==> config.mk <==
export PLATFORM = sky130hd
export DESIGN_NAME = bitty_fetch_seq
export DESIGN_NICKNAME = d
export VERILOG_FILES = /design/src/rtl/bitty_pkg.sv /design/src/rtl/bitty_branch_unit.sv /design/src/rtl/bitty_fetch_seq.sv
export SDC_FILE = /design/constraint.sdc
export NUM_CORES = 1
export LEC_CHECK = 0
export ABC_AREA = 1
export CORE_ASPECT_RATIO = 0.75
export CORE_MARGIN = 8
export CORE_UTILIZATION = 39
export DETAILED_ROUTE_END_ITERATION = 12
export GPL_TIMING_DRIVEN = 0
export PLACE_DENSITY = 0.75
export SLEW_MARGIN = 0
export SYNTH_ARGS = -nofsm -noshare
export SYNTH_HDL_FRONTEND = slang
export SYNTH_HIERARCHICAL = 1
export SYNTH_SLANG_ARGS = --single-unit
==> constraint.sdc <==
create_clock -name clk -period 2 [get_ports clk]
set_clock_uncertainty 0.15 [all_clocks]
set_input_delay 0.4 -clock clk [delete_from_list [all_inputs] [get_ports clk]]
set_output_delay 0.4 -clock clk [all_outputs]
set_load 0.1 [all_outputs]
==> src/rtl/bitty_pkg.sv <==
// Shared types and encodings for the Bitty program sequencer.
// Optional watchdog build switch used by the top level: BITTY_FETCH_WDT_EN.
package bitty_pkg;

    // Sequencer states.
    typedef enum logic [2:0] {
        ST_IDLE   = 3'd0,
        ST_FETCH  = 3'd1,
        ST_WAIT   = 3'd2,
        ST_DECODE = 3'd3,
        ST_ISSUE  = 3'd4,
        ST_EXEC   = 3'd5,
        ST_HALT   = 3'd6
    } state_t;

    // Low two instruction bits that mark a locally resolved branch.
    localparam logic [1:0] OPC_BRANCH = 2'b10;

    // Branch condition field, inst[3:2].
    localparam logic [1:0] COND_EQ = 2'd0;
    localparam logic [1:0] COND_GT = 2'd1;
    localparam logic [1:0] COND_LT = 2'd2;
    localparam logic [1:0] COND_AL = 2'd3;

    // Compare result from the core; encoding 3 is reserved and matches nothing.
    localparam logic [1:0] CMP_EQ = 2'd0;
    localparam logic [1:0] CMP_GT = 2'd1;
    localparam logic [1:0] CMP_LT = 2'd2;

    localparam logic [15:0] DEFAULT_HALT_WORD = 16'hFFFF;

    // True when a branch with condition 'cond' is taken for compare result 'cmp'.
    function automatic logic branch_taken(input logic [1:0] cond, input logic [1:0] cmp);
        logic taken;
        unique case (cond)
            COND_EQ: taken = (cmp == CMP_EQ);
            COND_GT: taken = (cmp == CMP_GT);
            COND_LT: taken = (cmp == CMP_LT);
            default: taken = 1'b1; // COND_AL
        endcase
        return taken;
    endfunction

endpackage

==> src/rtl/bitty_branch_unit.sv <==
// Combinational branch resolver: picks the branch target or the fall-through pc.
module bitty_branch_unit
    import bitty_pkg::*;
#(
    parameter int ADDR_W = 8
) (
    input  logic [1:0]        cond,
    input  logic [1:0]        cmp_in,
    input  logic [ADDR_W-1:0] pc,
    input  logic [ADDR_W-1:0] target,
    output logic [ADDR_W-1:0] next_pc
);

    // Taken branches load the target; otherwise step to the next word (wraps).
    always_comb begin
        next_pc = branch_taken(cond, cmp_in) ? target : pc + ADDR_W'(1);
    end

endmodule

==> src/rtl/bitty_fetch_seq.sv <==
// Bitty program sequencer: owns the pc, fetches instructions over req/gnt/rvalid,
// resolves branches locally and hands every other instruction to the core.
// Build option: define BITTY_FETCH_WDT_EN to add the EXEC watchdog (wdt_err).
module bitty_fetch_seq
    import bitty_pkg::*;
#(
    parameter int                ADDR_W     = 8,
    parameter logic [ADDR_W-1:0] RESET_PC   = '0,
    parameter logic [15:0]       HALT_WORD  = DEFAULT_HALT_WORD,
    parameter int                WDT_CYCLES = 64
) (
    input  logic              clk,
    input  logic              reset,
    input  logic              start,
    output logic              mem_req,
    output logic [ADDR_W-1:0] mem_addr,
    input  logic              mem_gnt,
    input  logic              mem_rvalid,
    input  logic [15:0]       mem_rdata,
    output logic [15:0]       core_inst,
    output logic              core_start,
    input  logic              core_done,
    input  logic [1:0]        cmp_in,
    output logic [ADDR_W-1:0] pc,
    output logic              busy,
    output logic              halted,
    output logic              wdt_err
);

    state_t            r_state;
    state_t            w_state_nxt;
    logic [ADDR_W-1:0] r_pc;
    logic [ADDR_W-1:0] w_pc_nxt;
    logic [ADDR_W-1:0] w_branch_pc;
    logic [15:0]       r_inst;
    logic [15:0]       r_core_inst;
    logic              w_wdt_trip;

    bitty_branch_unit #(
        .ADDR_W (ADDR_W)
    ) u_branch (
        .cond    (r_inst[3:2]),
        .cmp_in  (cmp_in),
        .pc      (r_pc),
        .target  (r_inst[ADDR_W+3:4]),
        .next_pc (w_branch_pc)
    );

    // Next-state and next-pc selection.
    // NOTE: every always_comb output gets a default first so no path can infer a latch.
    always_comb begin
        w_state_nxt = r_state;
        w_pc_nxt    = r_pc;
        unique case (r_state)
            ST_IDLE:   if (start) w_state_nxt = ST_FETCH;
            ST_FETCH:  if (mem_gnt) w_state_nxt = ST_WAIT;
            ST_WAIT:   if (mem_rvalid) w_state_nxt = ST_DECODE;
            ST_DECODE: begin
                if (r_inst == HALT_WORD) begin
                    w_state_nxt = ST_HALT;
                end else if (r_inst[1:0] == OPC_BRANCH) begin
                    w_pc_nxt    = w_branch_pc;
                    w_state_nxt = ST_FETCH;
                end else begin
                    w_state_nxt = ST_ISSUE;
                end
            end
            ST_ISSUE:  w_state_nxt = ST_EXEC;
            ST_EXEC: begin
                // A done in the same cycle as the watchdog limit still completes normally.
                if (core_done) begin
                    w_pc_nxt    = r_pc + ADDR_W'(1);
                    w_state_nxt = ST_FETCH;
                end else if (w_wdt_trip) begin
                    w_state_nxt = ST_HALT;
                end
            end
            ST_HALT: begin
                if (start) begin
                    w_pc_nxt    = RESET_PC;
                    w_state_nxt = ST_FETCH;
                end
            end
            default:   w_state_nxt = ST_IDLE;
        endcase
    end

    // State and pc registers.
    // NOTE: sequential state uses non-blocking assignments so all flops update together.
    always_ff @(posedge clk or negedge reset) begin
        if (!reset) begin
            r_state <= ST_IDLE;
            r_pc    <= RESET_PC;
        end else begin
            r_state <= w_state_nxt;
            r_pc    <= w_pc_nxt;
        end
    end

    // Capture fetched words; load the core's instruction only when a non-branch issues.
    always_ff @(posedge clk or negedge reset) begin
        if (!reset) begin
            r_inst      <= '0;
            r_core_inst <= '0;
        end else begin
            if (r_state == ST_WAIT && mem_rvalid) r_inst <= mem_rdata;
            if (r_state == ST_DECODE && w_state_nxt == ST_ISSUE) r_core_inst <= r_inst;
        end
    end

`ifdef BITTY_FETCH_WDT_EN
    localparam int WDT_W = $clog2(WDT_CYCLES + 1);

    logic [WDT_W-1:0] r_wdt_cnt;
    logic             r_wdt_err;

    // Trip on the WDT_CYCLES-th EXEC cycle that ends without core_done.
    assign w_wdt_trip = (r_state == ST_EXEC) && !core_done
                        && (r_wdt_cnt == WDT_W'(WDT_CYCLES - 1));

    // EXEC cycle counter (cleared in ISSUE, i.e. on entry) and sticky error flag.
    always_ff @(posedge clk or negedge reset) begin
        if (!reset) begin
            r_wdt_cnt <= '0;
            r_wdt_err <= 1'b0;
        end else begin
            if (r_state == ST_ISSUE) begin
                r_wdt_cnt <= '0;
            end else if (r_state == ST_EXEC) begin
                r_wdt_cnt <= r_wdt_cnt + WDT_W'(1);
            end
            if (w_wdt_trip) r_wdt_err <= 1'b1;
        end
    end

    assign wdt_err = r_wdt_err;
`else
    // No watchdog: EXEC waits for core_done indefinitely.
    assign w_wdt_trip = 1'b0;
    assign wdt_err    = 1'b0;
`endif

    // Outputs decode straight from state so reset drops mem_req/core_start at once.
    assign mem_req    = (r_state == ST_FETCH);
    assign mem_addr   = r_pc;
    assign pc         = r_pc;
    assign core_inst  = r_core_inst;
    assign core_start = (r_state == ST_ISSUE);
    assign busy       = (r_state != ST_IDLE) && (r_state != ST_HALT);
    assign halted     = (r_state == ST_HALT);

endmodule

==> results.py, run 1 <==
metrics = {
    "synth": {
        "synth_compound_area_share_pct": 2.47,
        "yosys_register_bits": 43,
        "synthSimpleGateAreaFrac_pct": 38.1,
        "synth_area_leaders": "dfrtp_1 (39%), nand2_1 (16%), nand4_1 (5.0%), nand2_4 (4.5%), inv_1 (4.0%)",
        "synth_top_family_by_area": "simple AND/OR/NAND/NOR gates",
        "yosysWarningCount": 6,
        "synthCells": 334,
        "yosysTopAreaCell": "dfrtp_1",
        "syn_avg_cell_area_um2": 8.19,
        "synth_ff_type": "dfrtp_1",
        "syn_nets": 363,
        "synth_seq_area_share_pct": 39.3,
        "synth_top_area_share_pct": 39.3,
        "syn_area_um2": 2740,
        "synth-edff-count": 0,
        "synth_xor_xnor_area_share_pct": 0.961,
        "synth_cell_types": 33,
        "synthAdderAreaFrac_pct": 2.29,
        "async_flop_share_pct": 100,
        "muxShareOfSynthArea_pct": 7.14,
    },
    "worst_setup_path": {
        "required_ps": 1450,
        "end_kind": "primary output",
        "r2r_slack_ps": 140,
        "worstPathArrival_ps": 1420,
        "cp_num_buf_inv": 3,
        "r2r_start": "r_inst[3]$_DFFE_PN0P_",
        "crit_path_start_kind": "register",
        "rr_worst_depth": 12,
        "cp_max_fo": 8,
        "worstSetupPathType": "reg -> out",
        "crit_slowest_cell": "dfrtp_1",
        "reg2reg_to": "mem_addr[0]$_DFFE_PN0P_",
        "cpPeakStageDelay_ps": 370,
        "cp_cell_sequence": "buf_4 > nor2_8 > nand2_1 > o21ai_2 > inv_1 > buf_8",
        "crit_family": "buffers and inverters",
    },
    "die": {
        "die_w_um": 113,
        "start_util_pct": 40.2,
        "die-area_um2": 9980,
        "coreArea_um2": 6800,
        "io_pins": 61,
        "fp.dieH_um": 88.5,
        "rows": 26,
    },
    "sta": {
        "period_minus_slack_ps": 1970,
        "setup_viol": 0,
        "rsz0062_at_grt": "yes",
        "max_slew_margin_pct": 63.4,
        "fin_crit_sh_pct": 98.3,
        "timing.final.ws_setup_ps": 33.5,
        "drv_slew": 0,
        "worst_pin_slew_ps": 552,
        "fmax_ghz": 0.509,
        "final_hold_viol_count": 0,
    },
    "place": {
        "dp_hpwl_mm": 5.10,
        "place_worst_setup_slack_ps": -555,
        "gp_congestion": 0.814,
        "portBuffers": 59,
    },
    "cells_and_area": {
        "nets": 432,
        "area_growth_pct": 31.4,
        "final_common_cell": "nand2_1",
        "antennaDiodeCount": 0,
        "drive_gt1_share_pct": 32.2,
        "final_cell_mix": "nand2_1 (114), dfrtp_1 (37), inv_1 (29)",
    },
    "detailed_routing": {
        "antenna_left": 0,
        "wl_per_cell_um": 13.7,
        "vias": 2378,
        "wirelength_mm": 6.69,
        "drt_pass1_iterations": 4,
        "drc": 0,
        "viasPerCell": 4.87,
        "drt_iter0_drc": 143,
    },
    "grt": {
        "busiest_layer": "met2",
        "met1_usage_pct": 18.3,
        "grt_start_max_net_pins": 36,
        "antenna_found_initial": 0,
        "grt_pass1_vias": 2360,
        "grt_use_total_pct": 13.7,
        "met2_usage_pct": 21.6,
        "grtUsageMet3_pct": 4.36,
        "grt_pass1_wl_mm": 11.2,
        "overflow": 0,
    },
    "cts": {
        "clockRootBuffer": "clkbuf_8",
        "clk_latency_ps": 300,
        "cts_sinks": 43,
        "ctsHtreeMaxLevel": 2,
        "path_clk_slew_ps": 90,
        "cts_tree": "done",
        "clock_path_buffers": 2,
        "numCtsBuffers": 5,
    },
    "min_path": {
        "hold_path_class": "in -> async",
    },
    "outcome": {
        "status": "finished, final reports clean",
    },
    "job": {
        "max-cap-violations": 0,
    },
}
## cell families after synthesis
group                    Yosys count
other                              1
multiplexers                      15
flip-flops                        43
AND/OR/NAND/NOR                  205
XOR/XNOR                           3
buffers and inverters             50
AO/OA/AOI/OAI                     12
adder cells (fa/ha/maj)            5
## worst max-delay path by stage
stage,from,to,slack [ps],cells past startpoint
5_1_grt,r_state[0]$_DFF_PN0_,busy,-30,6
3_3_place_gp,reset,mem_addr[4]$_DFFE_PN0P_,-920,1
3_5_place_dp,r_state[1]$_DFF_PN0_,busy,-560,6
2_1_floorplan,mem_addr[6]$_DFFE_PN0P_,pc[6],20,1
4_1_cts,r_state[0]$_DFF_PN0_,busy,-10,6
6_report,r_state[0]$_DFF_PN0_,busy,30,6
## per-layer routing
metal,vias up,routed length [um]
met3,3,486
li1,1197,-
met4,0,21
met1,1114,3280
met2,64,2900
met5,-,0
## synth_stat cells (5+ instances only)
library cell / instances
nand2_1: 114
dfrtp_1: 43
inv_1: 29
nand4_1: 22
nand2_2: 16
nand3_1: 16
nor2_1: 16
nand2_4: 11
buf_4: 10
mux2_2: 8
mux2_4: 7
o21ai_0: 6
ha_1: 5
## worst reg2reg max path, stage by stage, from the launching register on
cell	delay (ps)
dfrtp_1	440
inv_1	70
ha_1	300
inv_1	50
nor2_1	110
nand3_1	130
nand2_4	120
nand2_1	80
nand2_1	70
nand2_1	50
o21ai_0	90
nand2_1	70
nand2_1	80
## state kept, by name (all words and copies together), names as in the netlist
| register | flops |
|---|---|
| core_inst | 16 |
| mem_addr | 8 |
| r_state | 3 |
| r_inst | 16 |
## per-stage QoR
step / hold slack (ps) / std cells / area (um2) / utilization (%) / TNS [ps]
finish: 324 / 488 / 3590 / 52.9 / 0
global route: 356 / 488 / 3590 / 52.9 / -29.4
CTS: 327 / 487 / 3590 / 52.8 / -11.7
detailed placement: 125 / 478 / 3460 / 50.9 / -6540
global placement: 311 / 477 / 3450 / 50.7 / -40120
floorplan: -45.6 / 334 / 2750 / - / 0
## cell type report
| class | instances | area, um2 |
|---|---|---|
| buffer | 15 | 121 |
| inverter | 35 | 141 |
| tap | 84 | 105 |
| timing repair buffer | 62 | 621 |
| multi-input combinational | 241 | 1410 |
| clock buffer | 5 | 68.8 |
| sequential | 43 | 1080 |
| fill | 640 | 3200 |
| clock inverter | 3 | 43.8 |
## repair_timing
action,4_1_cts,5_1_grt
gates cloned,0,0
resized for setup,134,12
hold buffers,1,0
setup buffers,0,1
pin swaps,0,0
hold endpoints to repair,8,0
setup endpoints to repair,36,10
Power of run 1 is left out: the tool's default activity adds up to more than one toggle a clock period on the data nets, which glitch-free logic cannot reach.
==> run 2, diff against run 1 <==
PLACE_DENSITY = default   (was 0.75)
==> results.py, run 2 (synthesized netlist as in run 1, its figures left out) <==
metrics = {
    "min_path": {
        "hold_path_class": "reg -> reg",
        "whs_path_depth": 2,
        "hold_start": "core_inst[4]$_DFFE_PN0P_",
        "hold-path-endpoint": "core_inst[4]$_DFFE_PN0P_",
    },
    "grt": {
        "overflow": 0,
        "grt_start_max_net_pins": 32,
        "grt_pass1_vias": 2267,
        "antenna_found_initial": 0,
        "grt_pass1_wl_mm": 11.0,
        "grt_use_total_pct": 13.8,
    },
    "sta": {
        "worst_pin_slew_ps": 556,
        "holdWs_ps": 325,
        "rsz0062_at_grt": "yes",
        "max_slew_margin_pct": 63.1,
        "setup_tns_ps": 0,
        "fin_crit_sh_pct": 97.2,
        "period_minus_slack_ps": 1940,
        "fmax_ghz": 0.515,
        "final_hold_viol_count": 0,
        "drv_slew": 0,
        "setup_viol": 0,
    },
    "cells_and_area": {
        "nets": 432,
        "final_common_cell": "nand2_1",
        "antennaDiodeCount": 0,
        "final_cell_mix": "nand2_1 (114), dfrtp_1 (36), inv_1 (29)",
        "area_growth_pct": 32.1,
        "drive_gt1_share_pct": 32.2,
    },
    "detailed_routing": {
        "antenna_left": 0,
        "drt_pass1_iterations": 4,
        "vias": 2319,
        "drt_iter0_drc": 60,
        "wl_per_cell_um": 13.4,
        "viasPerCell": 4.75,
        "wirelength_mm": 6.55,
        "drc": 0,
    },
    "worst_setup_path": {
        "crit_cells": 1,
        "worstPathArrival_ps": 1390,
        "crit_family": "buffers and inverters",
        "crit_slowest_cell": "clkdlybuf4s15_2",
        "r2r_start": "r_inst[3]$_DFFE_PN0P_",
        "worstSetupPathType": "reg -> out",
        "cp_cell_sequence": "clkdlybuf4s15_2",
        "end_kind": "primary output",
        "rr_worst_depth": 12,
        "crit_path_start_kind": "register",
        "cpPeakStageDelay_ps": 600,
        "cp_num_buf_inv": 1,
        "reg2reg_to": "mem_addr[0]$_DFFE_PN0P_",
        "cp_max_fo": 11,
        "required_ps": 1450,
        "r2r_slack_ps": 170,
    },
    "die": {
        "die-area_um2": 9980,
        "fp.dieH_um": 88.5,
        "rows": 26,
        "start_util_pct": 40.2,
        "io_pins": 61,
        "coreArea_um2": 6800,
        "die_w_um": 113,
    },
    "job": {
        "max-cap-violations": 0,
    },
    "cts": {
        "cts_tree": "done",
        "clockRootBuffer": "clkbuf_8",
        "cts_sinks": 43,
        "clock_path_buffers": 2,
        "ctsHtreeMaxLevel": 2,
        "clk_latency_ps": 290,
        "numCtsBuffers": 5,
        "path_clk_slew_ps": 80,
    },
    "outcome": {
        "status": "finished, final reports clean",
    },
    "place": {
        "dp_hpwl_mm": 5.18,
        "portBuffers": 59,
        "gp_congestion": 0.815,
    },
}
[run 2: metal layers]
| layer | vias to the layer above | wire, um | global-route usage [%] |
|---|---|---|---|
| met5 | - | 0 | 0 |
| met4 | 0 | 63 | 3.66 |
| met3 | 7 | 474 | 4.09 |
| met2 | 49 | 2770 | 20.2 |
| met1 | 1057 | 3240 | 19.2 |
| li1 | 1206 | - | - |
[run 2: timing repair]
action | in CTS | in global routing
hold buffers | 1 | 0
pin swaps | 0 | 0
gates resized for setup | 131 | 16
gates cloned | 0 | 0
endpoints found under the setup margin | 36 | 17
buffers inserted | 0 | 1
endpoints found under the hold margin | 12 | 0
[run 2: how the worst max path moves through the flow]
stage,start,end,slack (ps)
finish,mem_addr[2]$_DFFE_PN0P_,mem_addr[2],60
detailed placement,r_state[1]$_DFF_PN0_,busy,-580
floorplan,mem_addr[6]$_DFFE_PN0P_,pc[6],20
global route,r_state[0]$_DFF_PN0_,busy,-10
global placement,reset,mem_addr[2]$_DFFE_PN0P_,-960
CTS,mem_addr[6]$_DFFE_PN0P_,mem_addr[6],2
[run 2: final cells by class]
class / count / area, um2
Fill cell: 663 / 3190
Multi-Input combinational cell: 241 / 1410
Sequential cell: 43 / 1080
Timing Repair Buffer: 62 / 614
Inverter: 35 / 144
Buffer: 15 / 121
Tap cell: 84 / 105
Clock buffer: 6 / 72.6
Clock inverter: 2 / 60.1
[run 2: per-stage QoR]
stage | cell area (um2) | utilization (%) | setup slack, ps | cells
finish | 3610 | 53.1 | 56.4 | 488
global placement | 3450 | 50.7 | -963 | 477
floorplan | 2750 | - | 17.6 | 334
detailed placement | 3460 | 50.9 | -576 | 478
global route | 3610 | 53.1 | -14.8 | 488
CTS | 3620 | 53.2 | 1.52 | 487
[run 2: worst register-to-register path, stage by stage, from the launching register on]
cell and delay (ps):
dfrtp_2 420, inv_1 60, ha_1 300, inv_1 50
nor2_1 90, nand3_1 120, nand2_4 130, nand2_1 90
nand2_1 70, nand2_1 50, o21ai_0 80, nand2_1 80
nand2_1 90
Power of run 2 is left out for the same reason.
